<file path="src/rtl/apb_regbank.sv">
`default_nettype none
// ============================================================================
// Module   : apb_regbank
// Brief    : Parametrised APB3 slave register bank. Registers are word
//            aligned, each has its own reset value and may be read-only
//            (reads hardware status). Supports PREADY wait states, PSLVERR
//            and one-cycle per-register write pulses.
// Options  : APB_REGBANK_PSTRB_EN - honour PSTRB byte strobes on writes.
// Revision : 1.0 - initial release
// ============================================================================
module apb_regbank #(
   parameter int                            DATA_WIDTH  = 32,
   parameter int                            ADDR_WIDTH  = 12,
   parameter int                            NUM_REGS    = 8,
   parameter int                            WAIT_STATES = 0,
   parameter logic [NUM_REGS-1:0]           RO_MASK     = '0,
   parameter logic [NUM_REGS*DATA_WIDTH-1:0] RESET_VAL  = '0
) (
   input  logic                           i_pclk,
   input  logic                           i_presetn,
   input  logic [ADDR_WIDTH-1:0]          i_paddr,
   input  logic                           i_psel,
   input  logic                           i_penable,
   input  logic                           i_pwrite,
   input  logic [DATA_WIDTH-1:0]          i_pwdata,
   input  logic [DATA_WIDTH/8-1:0]        i_pstrb,
   output logic [DATA_WIDTH-1:0]          o_prdata,
   output logic                           o_pready,
   output logic                           o_pslverr,
   output logic [NUM_REGS*DATA_WIDTH-1:0] o_reg_q,
   input  logic [NUM_REGS*DATA_WIDTH-1:0] i_hw_status,
   output logic [NUM_REGS-1:0]            o_wr_pulse
);

   localparam int         c_NBYTES = DATA_WIDTH / 8;
   localparam int         c_IDXW   = ADDR_WIDTH - 2;
   localparam logic [3:0] c_WS     = 4'(WAIT_STATES);

   typedef enum logic [1:0] {
      S_IDLE   = 2'd0,
      S_SETUP  = 2'd1,
      S_ACCESS = 2'd2
   } state_t;

   state_t                         r_state;
   logic [3:0]                     r_cnt;
   logic [NUM_REGS*DATA_WIDTH-1:0] r_regs;
   logic [NUM_REGS-1:0]            r_wr_pulse;

   logic [c_IDXW-1:0]              w_idx;
   logic [NUM_REGS-1:0]            w_hit;
   logic                           w_ro;
   logic                           w_err;
   logic                           w_done;
   logic                           w_commit;
   logic [c_NBYTES-1:0]            w_strb;
   logic [DATA_WIDTH-1:0]          w_rdata;

   assign w_idx = i_paddr[ADDR_WIDTH-1:2];

`ifdef APB_REGBANK_PSTRB_EN
   assign w_strb = i_pstrb;
`else
   // Strobes are forced to all-ones; OR-ing keeps the port referenced.
   assign w_strb = i_pstrb | {c_NBYTES{1'b1}};
`endif

   // Address decode: one-hot register hit, read-only flag and error.
   always_comb begin
      w_hit = '0;
      for (int i = 0; i < NUM_REGS; i++) begin
         w_hit[i] = (int'(w_idx) == i);
      end
      w_ro  = |(w_hit & RO_MASK);
      w_err = (i_paddr[1:0] != 2'b00) | ~(|w_hit) | (i_pwrite & w_ro);
   end

   // Read source mux: status input for read-only registers, storage otherwise.
   always_comb begin
      w_rdata = '0;
      for (int i = 0; i < NUM_REGS; i++) begin
         if (w_hit[i]) begin
            w_rdata = RO_MASK[i] ? i_hw_status[i*DATA_WIDTH +: DATA_WIDTH]
                                 : r_regs[i*DATA_WIDTH +: DATA_WIDTH];
         end
      end
   end

   assign w_done   = (r_state == S_ACCESS) && (r_cnt == c_WS);
   assign w_commit = w_done & ~w_err & i_pwrite & (|w_strb);

   assign o_pready   = w_done;
   assign o_pslverr  = w_done & w_err;
   assign o_prdata   = (w_done & ~w_err & ~i_pwrite) ? w_rdata : '0;
   assign o_reg_q    = r_regs;
   assign o_wr_pulse = r_wr_pulse;

   // Transfer sequencing and wait-state counting.
   always_ff @(posedge i_pclk or negedge i_presetn) begin
      if (!i_presetn) begin
         r_state <= S_IDLE;
         r_cnt   <= 4'd0;
      end else begin
         case (r_state)
            S_IDLE: begin
               if (i_psel && !i_penable) r_state <= S_SETUP;
            end
            S_SETUP: begin
               r_cnt   <= 4'd0;
               r_state <= S_ACCESS;
            end
            S_ACCESS: begin
               if (w_done) begin
                  r_state <= (i_psel && !i_penable) ? S_SETUP : S_IDLE;
               end else if (!i_psel) begin
                  r_state <= S_IDLE;
               end else if (r_cnt < c_WS) begin
                  r_cnt <= r_cnt + 4'd1;
               end
            end
            default: r_state <= S_IDLE;
         endcase
      end
   end

   // Register storage with byte-granular commit and a pulse the cycle after.
   always_ff @(posedge i_pclk or negedge i_presetn) begin
      if (!i_presetn) begin
         r_regs     <= RESET_VAL;
         r_wr_pulse <= '0;
      end else begin
         r_wr_pulse <= '0;
         if (w_commit) begin
            for (int i = 0; i < NUM_REGS; i++) begin
               if (w_hit[i]) begin
                  r_wr_pulse[i] <= 1'b1;
                  for (int b = 0; b < c_NBYTES; b++) begin
                     if (w_strb[b]) begin
                        r_regs[i*DATA_WIDTH + b*8 +: 8] <= i_pwdata[b*8 +: 8];
                     end
                  end
               end
            end
         end
      end
   end

endmodule
`default_nettype wire

</file>
<file path="config.mk">
export PLATFORM = sky130hd
export DESIGN_NAME = apb_regbank
export DESIGN_NICKNAME = d
export VERILOG_FILES = /design/src/rtl/apb_regbank.sv
export SDC_FILE = /design/constraint.sdc
export NUM_CORES = 1
export LEC_CHECK = 0
export CORE_AREA = 2 2 234 236
export CTS_CLUSTER_DIAMETER = 80
export DETAILED_ROUTE_END_ITERATION = 10
export DIE_AREA = 0 0 236 238
export GPL_TIMING_DRIVEN = 1
export HOLD_SLACK_MARGIN = 0.08
export PLACE_DENSITY = 0.62
export SYNTH_ARGS = -nofsm -noshare
export SYNTH_HDL_FRONTEND = slang
export SYNTH_SLANG_ARGS = --single-unit
</file>
<file path="constraint.sdc">
create_clock -name i_pclk -period 2.7 [get_ports i_pclk]
set_clock_uncertainty 0.15 [all_clocks]
set_input_delay 0.54 -clock i_pclk [delete_from_list [all_inputs] [get_ports i_pclk]]
set_output_delay 0.54 -clock i_pclk [all_outputs]
set_load 0.03 [all_outputs]
</file>
==> key figures, run 1 <==
Status
  – Status: complete, but fails checks
  – Failing checks: negative setup slack

Pwr
  – Maximum VDD drop: 0.0003804 V
  – Final total power: 8.993 mW
  – Leakage: 8.647 nW
  – Share of power burned in registers: 44.4%
  – Power Density: 483.1 nW/um2
  – Pint: 6.831 mW
  – Comb pwr share: 5.5%
  – Switching part of the total power: 24.04%
  – Clk pwr share: 50.1%
  – P_sw: 2.161 mW

Yosys
  – Syn_nets: 1116
  – Syn Area/Cell: 15.22 um2
  – Cell accounting for the most synthesized area: dfrtp_1
  – Sequential fraction of the synthesis area: 54.20%
  – Synthesized flop and latch total: 266
  – Synth top area share: 54.20%
  – Ys Warns: 0
  – Synth cell types: 31
  – Post-synth EDFFs: 0
  – Top cells by area, synth: dfrtp_1 (54%), mux2_2 (21%), mux2_4 (7.1%)
  – Prevailing post-synth register cell: dfrtp_1
  – Mapped Area: 12280 um2
  – Cell count after synthesis: 807
  – Asr flop ratio synth: 100.0%

Critical path
  – Critical Path AT: 2.15 ns
  – Crit path launch type: input pin
  – Worst path max stage delay: 0.57 ns
  – Buffers & Inverters on Critical Path: 3
  – Crit path max-delay family: simple AND/OR/NAND/NOR gates
  – CP Cell Sequence: buf_8 > or4_4 > or2_4 > buf_12 > o211a_4 > buf_12
  – Worst endpoint required time: 2.01 ns
  – Critical path type: in2out
  – Worst reg-to-reg path cell count: 6
  – RR Endpoint: o_reg_q[46]
  – Crit-path most repeated cell: buf_12
  – CP startpoint: i_paddr[6]
  – Reg-to-reg slack, setup: 0.24 ns
  – Worst Setup End Kind: output port
  – Crit Path Max Fanout: 13
  – Worst setup path end: o_prdata[29]
  – CP Depth: 6
  – Slowest cell on crit path: or4_4
  – RR Startpoint: r_state[0]

CTS
  – Sink Count: 266
  – Max clock buf depth: 3
  – Clock transition at path regs: 0.06 ns
  – CTS tree: built
  – Root buffer cell: clkbuf_16
  – CTS buffer count: 35
  – H-tree depth: 2
  – Clk Latency, worst-skew pair: 0.53 ns

Layout
  – Nets: 1512
  – Layout area overhead: 51.57%
  – Register cell area after layout: 6656 um2
  – Fillcell total: 5159
  – Design area: 18610 um2
  – Area of the multi-input gates: 5355 um2
  – Layout cells sized above 1: 42.37%
  – Final Util: 34.80%

Drt
  – WL/cell: 24.19 um
  – Final ANT Viol Nets: 0
  – Via count: 8816
  – DRT iter0 DRCs: 421
  – Vias per cell: 4.587
  – Initial DRT Pass Iterations: 7
  – DR DRC count: 0
  – Drt total wl: 46490 um

Global routing
  – Largest net degree at the start of global routing: 78
  – Grt ovf: 0
  – Overall global routing resource usage: 16.37%
  – Antenna violations before repair: 1
  – Number of global-route vias before repair: 9544
  – First-pass GRT wire length: 67620 um

Timing
  – Max Clock Freq: 352.2 MHz
  – Final Setup Violations: 32
  – Setup ws final: -0.1393 ns
  – Hold slack final: 0.3039 ns
  – Slew @ Worst Pin: 0.5518 ns
  – Worst slew margin: 63.10%
  – Setup_tns: -3.317 ns
  – Max-slew violations: 0
  – Final Cycle Share: 105.2%
  – Final min period: 2.839 ns
  – Fin. Hold Viols: 0
  – Unrepaired setup endpoints after global routing: true

Run
  – Max-cap violations: 0

Place
  – Post-placement cell area: 17040 um2
  – Placer's final routability congestion estimate: 0.8213
  – DP Wirelength: 31440 um
  – Port Buf Inserts: 346

Die
  – Top Ports: 607
  – Die X: 236 um
  – CORE AREA: 53500 um2
  – DIE AREA: 56170 um2
  – Site Rows: 85
  – Die Ht: 238 um
  – Initial Util: 22.96%

Hold path
  – HP Class: in2async
[cells in the mapped netlist, types with 4 or more instances]
cell type and instances:
dfrtp_1 266, mux2_2 230, mux2_4 58, nor2_1 36
a21oi_1 32, mux4_2 32, o211a_1 32, o22ai_1 32
clkbuf_1 24, buf_2 19, buf_6 11, buf_12 6
inv_1 4
[metal layers]
metal  up-vias  global-route usage [%]  part of all wire, %
met5         -                       0                0.026
met4         2                   4.073                  1.9
met3        66                   6.756                   10
met2       401                   25.04                   44
met1      4535                   21.42                   44
li1       3812                       -                    -
[placed cells by master, fill, tap and decap left out, drive strengths merged, types with 2 or more instances in the layout]
cell and count:
clkdlybuf4s50 299, mux2 288, dfrtp 266, buf 115, clkbuf 47, nor2 38, o22ai 32, mux4 32
a21oi 32, o211a 32, inv 9, clkinv 5, dlygate4sd2 3, or4 3, nand4 2, nor4 2
nand2 2, clkinvlp 2, nor2b 2, nand3 2, or3 2
[worst min-delay path by stage]
stage	start	to	slack [ns]	cells after the start
2_1_floorplan	i_presetn	o_reg_q[0]	0.09	0
4_1_cts	i_presetn	o_wr_pulse[0]	0.29	2
5_1_grt	i_presetn	o_wr_pulse[0]	0.31	2
3_5_place_dp	r_state[1]	r_state[1]	0.28	1
6_report	i_presetn	o_wr_pulse[0]	0.30	2
3_3_place_gp	i_presetn	o_wr_pulse[0]	0.28	1
[cell families (layout without fill, tap and decap cells)]
group | count (synthesis) | after routing | share of synthesized area, %
mux | 320 | 320 | 34.05
simple gates | 61 | 61 | 2.588
flops | 266 | 266 | 54.20
other cells | 0 | 1 | 0
buf+inv | 64 | 482 | 3.617
compound gates | 96 | 96 | 5.543
[flip-flops by register name, indices dropped and copies added, names as in the netlist]
signal / cells
o_reg_q: 256
o_wr_pulse: 8
r_state: 2
[through the flow]
stage          cells  setup WS, ns
2_1_floorplan    807      0.005441
3_3_place_gp    1847       -0.6322
3_5_place_dp    1847       -0.6110
4_1_cts         1922       -0.1410
5_1_grt         1921       -0.1594
6_report        1922       -0.1393
[repair_timing]
| item | 4_1_cts | 5_1_grt |
|---|---|---|
| gates resized for setup | 80 | 8 |
| endpoints found under the hold margin | 38 | 0 |
| hold buffers | 1 | 0 |
| setup endpoints to repair | 34 | 33 |
| cloned | 6 | 0 |
| pin swaps | 6 | 4 |
| buffers inserted | 9 | 0 |
[power groups by stage]
stage / registers [mW] / clock network, mW / logic, mW
2_1_floorplan: 4.07 / 0 / 0.145
3_5_place_dp: 4.07 / 0 / 0.491
6_report: 4.00 / 4.50 / 0.495
4_1_cts: 3.99 / 4.65 / 0.503
5_1_grt: 3.99 / 4.83 / 0.540
3_3_place_gp: 4.07 / 0 / 0.485
[final cells by class]
type,instances,area share [%]
flip-flops and latches,266,35.76
multi-input cells,477,28.77
repair buffers,419,24.72
clock buffers,47,5.438
well taps,696,4.678
clock inverters,12,0.5377
inverters,4,0.08066
diodes,1,0.01344
No activity file was read; power rests on OpenSTA's default activity.
==> inputs of run 2 (changes only) <==
--- a/config.mk
+++ b/config.mk
@@ -6,12 +6,14 @@
 export NUM_CORES = 1
 export LEC_CHECK = 0
 export CORE_AREA = 2 2 234 236
+export CTS_BUF_LIST = sky130_fd_sc_hd__clkbuf_16
 export CTS_CLUSTER_DIAMETER = 80
 export DETAILED_ROUTE_END_ITERATION = 10
 export DIE_AREA = 0 0 236 238
 export GPL_TIMING_DRIVEN = 1
 export HOLD_SLACK_MARGIN = 0.08
 export PLACE_DENSITY = 0.62
+export SLEW_MARGIN = 15
 export SYNTH_ARGS = -nofsm -noshare
 export SYNTH_HDL_FRONTEND = slang
 export SYNTH_SLANG_ARGS = --single-unit
==> run 2 against run 1 <==
Effect of this change: the flow still finishes with violations (negative setup slack); core utilization fell by 0.13 points; largest power group unchanged; design area fell by 0.38%; critical endpoint unchanged; combinational power barely moved; maximum frequency barely moved; count of clock-buffer cells in the layout fell by 11; global-route usage barely moved; register-to-register slack barely moved.
==> key figures, run 2 (synthesis results as in run 1) <==
Pwr
  – Maximum VDD drop: 0.0004163 V (was 0.0003804 V)
  – Leakage: 8.625 nW (was 8.647 nW)
  – Power Density: 473.1 nW/um2 (was 483.1 nW/um2)

Layout
  – Commonest non-fill, non-tap cell in the layout: clkdlybuf4s50_1 (unchanged)
  – Count of non-filler cells in the finished layout: 1922 (unchanged)
  – Fillcell total: 5170 (was 5159)
  – Layout area overhead: 51.00% (was 51.57%)
  – Number of flip-flops in the largest register: 256 (unchanged)
  – Most frequent cells in the layout: clkdlybuf4s50_1 (299), dfrtp_1 (266), mux2_2 (230), mux2_4 (58) (unchanged)
  – Layout cells sized above 1: 41.80% (was 42.37%)
  – Final Util: 34.67% (was 34.80%)
  – Nets: 1512 (unchanged)

Global routing
  – First-pass GRT wire length: 67630 um (was 67620 um)
  – Overall global routing resource usage: 16.37% (about the same)
  – Grt ovf: 0 (unchanged)
  – Antenna violations before repair: 1 (unchanged)
  – Number of global-route vias before repair: 9552 (was 9544)
  – Largest net degree at the start of global routing: 78 (unchanged)

Place
  – DP Wirelength: 31440 um (unchanged)
  – Setup Slack @ Placement: -0.6110 ns (unchanged)
  – Placed insts: 1847 (unchanged)
  – Port Buf Inserts: 346 (unchanged)
  – Placer's final routability congestion estimate: 0.8213 (unchanged)

Timing
  – Fin. Hold Viols: 0 (unchanged)
  – Slew @ Worst Pin: 0.5474 ns (was 0.5518 ns)
  – Final min period: 2.838 ns (was 2.839 ns)
  – Setup ws final: -0.1377 ns (was -0.1393 ns)
  – Final Setup Violations: 32 (unchanged)
  – Unrepaired setup endpoints after global routing: true (unchanged)
  – Max-slew violations: 0 (unchanged)
  – Final Cycle Share: 105.1% (was 105.2%)
  – Max Clock Freq: 352.4 MHz (was 352.2 MHz)
  – Worst slew margin: 63.40% (was 63.10%)
  – Setup_tns: -3.305 ns (was -3.317 ns)

Die
  – Top Ports: 607 (unchanged)
  – Die Ht: 238 um (unchanged)
  – Initial Util: 22.96% (unchanged)
  – CORE AREA: 53500 um2 (unchanged)
  – Die X: 236 um (unchanged)
  – Site Rows: 85 (unchanged)
  – DIE AREA: 56170 um2 (unchanged)

CTS
  – H-tree depth: 2 (unchanged)
  – CTS tree: built (unchanged)
  – Sink Count: 266 (unchanged)
  – Clk Latency, worst-skew pair: 0.53 ns (about the same)
  – Clock transition at path regs: 0.06 ns (about the same)
  – CTS buffer count: 35 (unchanged)
  – Root buffer cell: clkbuf_16 (unchanged)
  – Max clock buf depth: 3 (unchanged)

Status
  – Status: complete, but fails checks (unchanged)
  – Failing checks: negative setup slack (unchanged)

Drt
  – Initial DRT Pass Iterations: 4 (was 7)
  – WL/cell: 24.19 um (about the same)
  – Via count: 8794 (was 8816)
  – Vias per cell: 4.575 (was 4.587)
  – Final ANT Viol Nets: 0 (unchanged)
  – DRT iter0 DRCs: 406 (was 421)
  – Drt total wl: 46500 um (was 46490 um)
  – DR DRC count: 0 (unchanged)

Critical path
  – Slowest cell on crit path: or4_4 (unchanged)
  – CP Depth: 6 (unchanged)
  – RR Endpoint: o_reg_q[46] (unchanged)
  – Reg-to-reg slack, setup: 0.24 ns (about the same)
  – Crit path launch type: input pin (unchanged)
  – Crit-path most repeated cell: buf_12 (unchanged)
  – CP Cell Sequence: buf_8 > or4_4 > or2_4 > buf_12 > o211a_4 > buf_12 (unchanged)
  – Critical Path AT: 2.15 ns (about the same)
  – CP startpoint: i_paddr[6] (unchanged)
  – RR Startpoint: r_state[0] (unchanged)
  – Buffers & Inverters on Critical Path: 3 (unchanged)
  – Worst reg-to-reg path cell count: 6 (unchanged)
  – Worst Setup End Kind: output port (unchanged)
  – Worst path max stage delay: 0.57 ns (about the same)
  – Crit path max-delay family: simple AND/OR/NAND/NOR gates (unchanged)
  – Worst endpoint required time: 2.01 ns (about the same)
  – Critical path type: in2out (unchanged)
  – Crit Path Max Fanout: 13 (unchanged)

Run
  – Max-cap violations: 0 (unchanged)

Hold path
  – HP Class: in2async (unchanged)
run 2: cell count changes in the layout (fill, tap and decap cells not counted):
cell,change
clkbuf_1,-4
clkbuf_8,-7
clkinv_1,+7
inv_1,+4
run 2: per-stage QoR:
step,cell area (um2),hold WS [ns],power [mW]
2_1_floorplan,12290,0.09441,4.217
5_1_grt,18540,0.3100,9.139
3_3_place_gp,17040,0.2780,4.552
6_report,18540,0.3033,8.773
3_5_place_dp,17040,0.2771,4.558
4_1_cts,18520,0.2862,8.921
run 2: final cells by class:
type / instances / area [um2] / area share [%]
sequential: 266 / 6656 / 35.90
clock inverter: 23 / 141.4 / 0.7624
timing repair buffer: 419 / 4602 / 24.82
tap: 696 / 870.8 / 4.696
inverter: 4 / 15.01 / 0.08097
clock buffer: 36 / 900.9 / 4.858
antenna: 1 / 2.502 / 0.01349
multi-input combinational: 477 / 5355 / 28.88
run 2: worst max-delay path by stage:
stage	to	slack, ns
after floorplan	o_prdata[10]	0.005
final	o_prdata[29]	-0.14
after detailed placement	o_prdata[2]	-0.61
after CTS	o_prdata[29]	-0.14
after global routing	o_prdata[29]	-0.16
after global placement	o_prdata[2]	-0.63
run 2: per-layer routing:
metal / vias to the layer above / global-route usage, % / wire (um)
met5: - / 0 / 12
met4: 2 / 4.073 / 971
met3: 65 / 6.756 / 4671
met2: 396 / 25.08 / 20490
met1: 4529 / 21.39 / 20360
li1: 3802 / - / -
run 2: repair_timing:
item / CTS / global route
hold endpoints to repair: 38 / 0
pin swaps: 6 / 4
setup buffers: 9 / 0
endpoints found under the setup margin: 34 / 33
gates resized for setup: 80 / 8
cloned: 6 / 0
hold buffers: 1 / 0
run 2: report_power, final:
| group | switching [mW] | internal, mW |
|---|---|---|
| Sequential | 0.00377 | 3.99 |
| Clock | 1.84 | 2.44 |
| Combinational | 0.309 | 0.186 |
| Total | 2.16 | 6.62 |
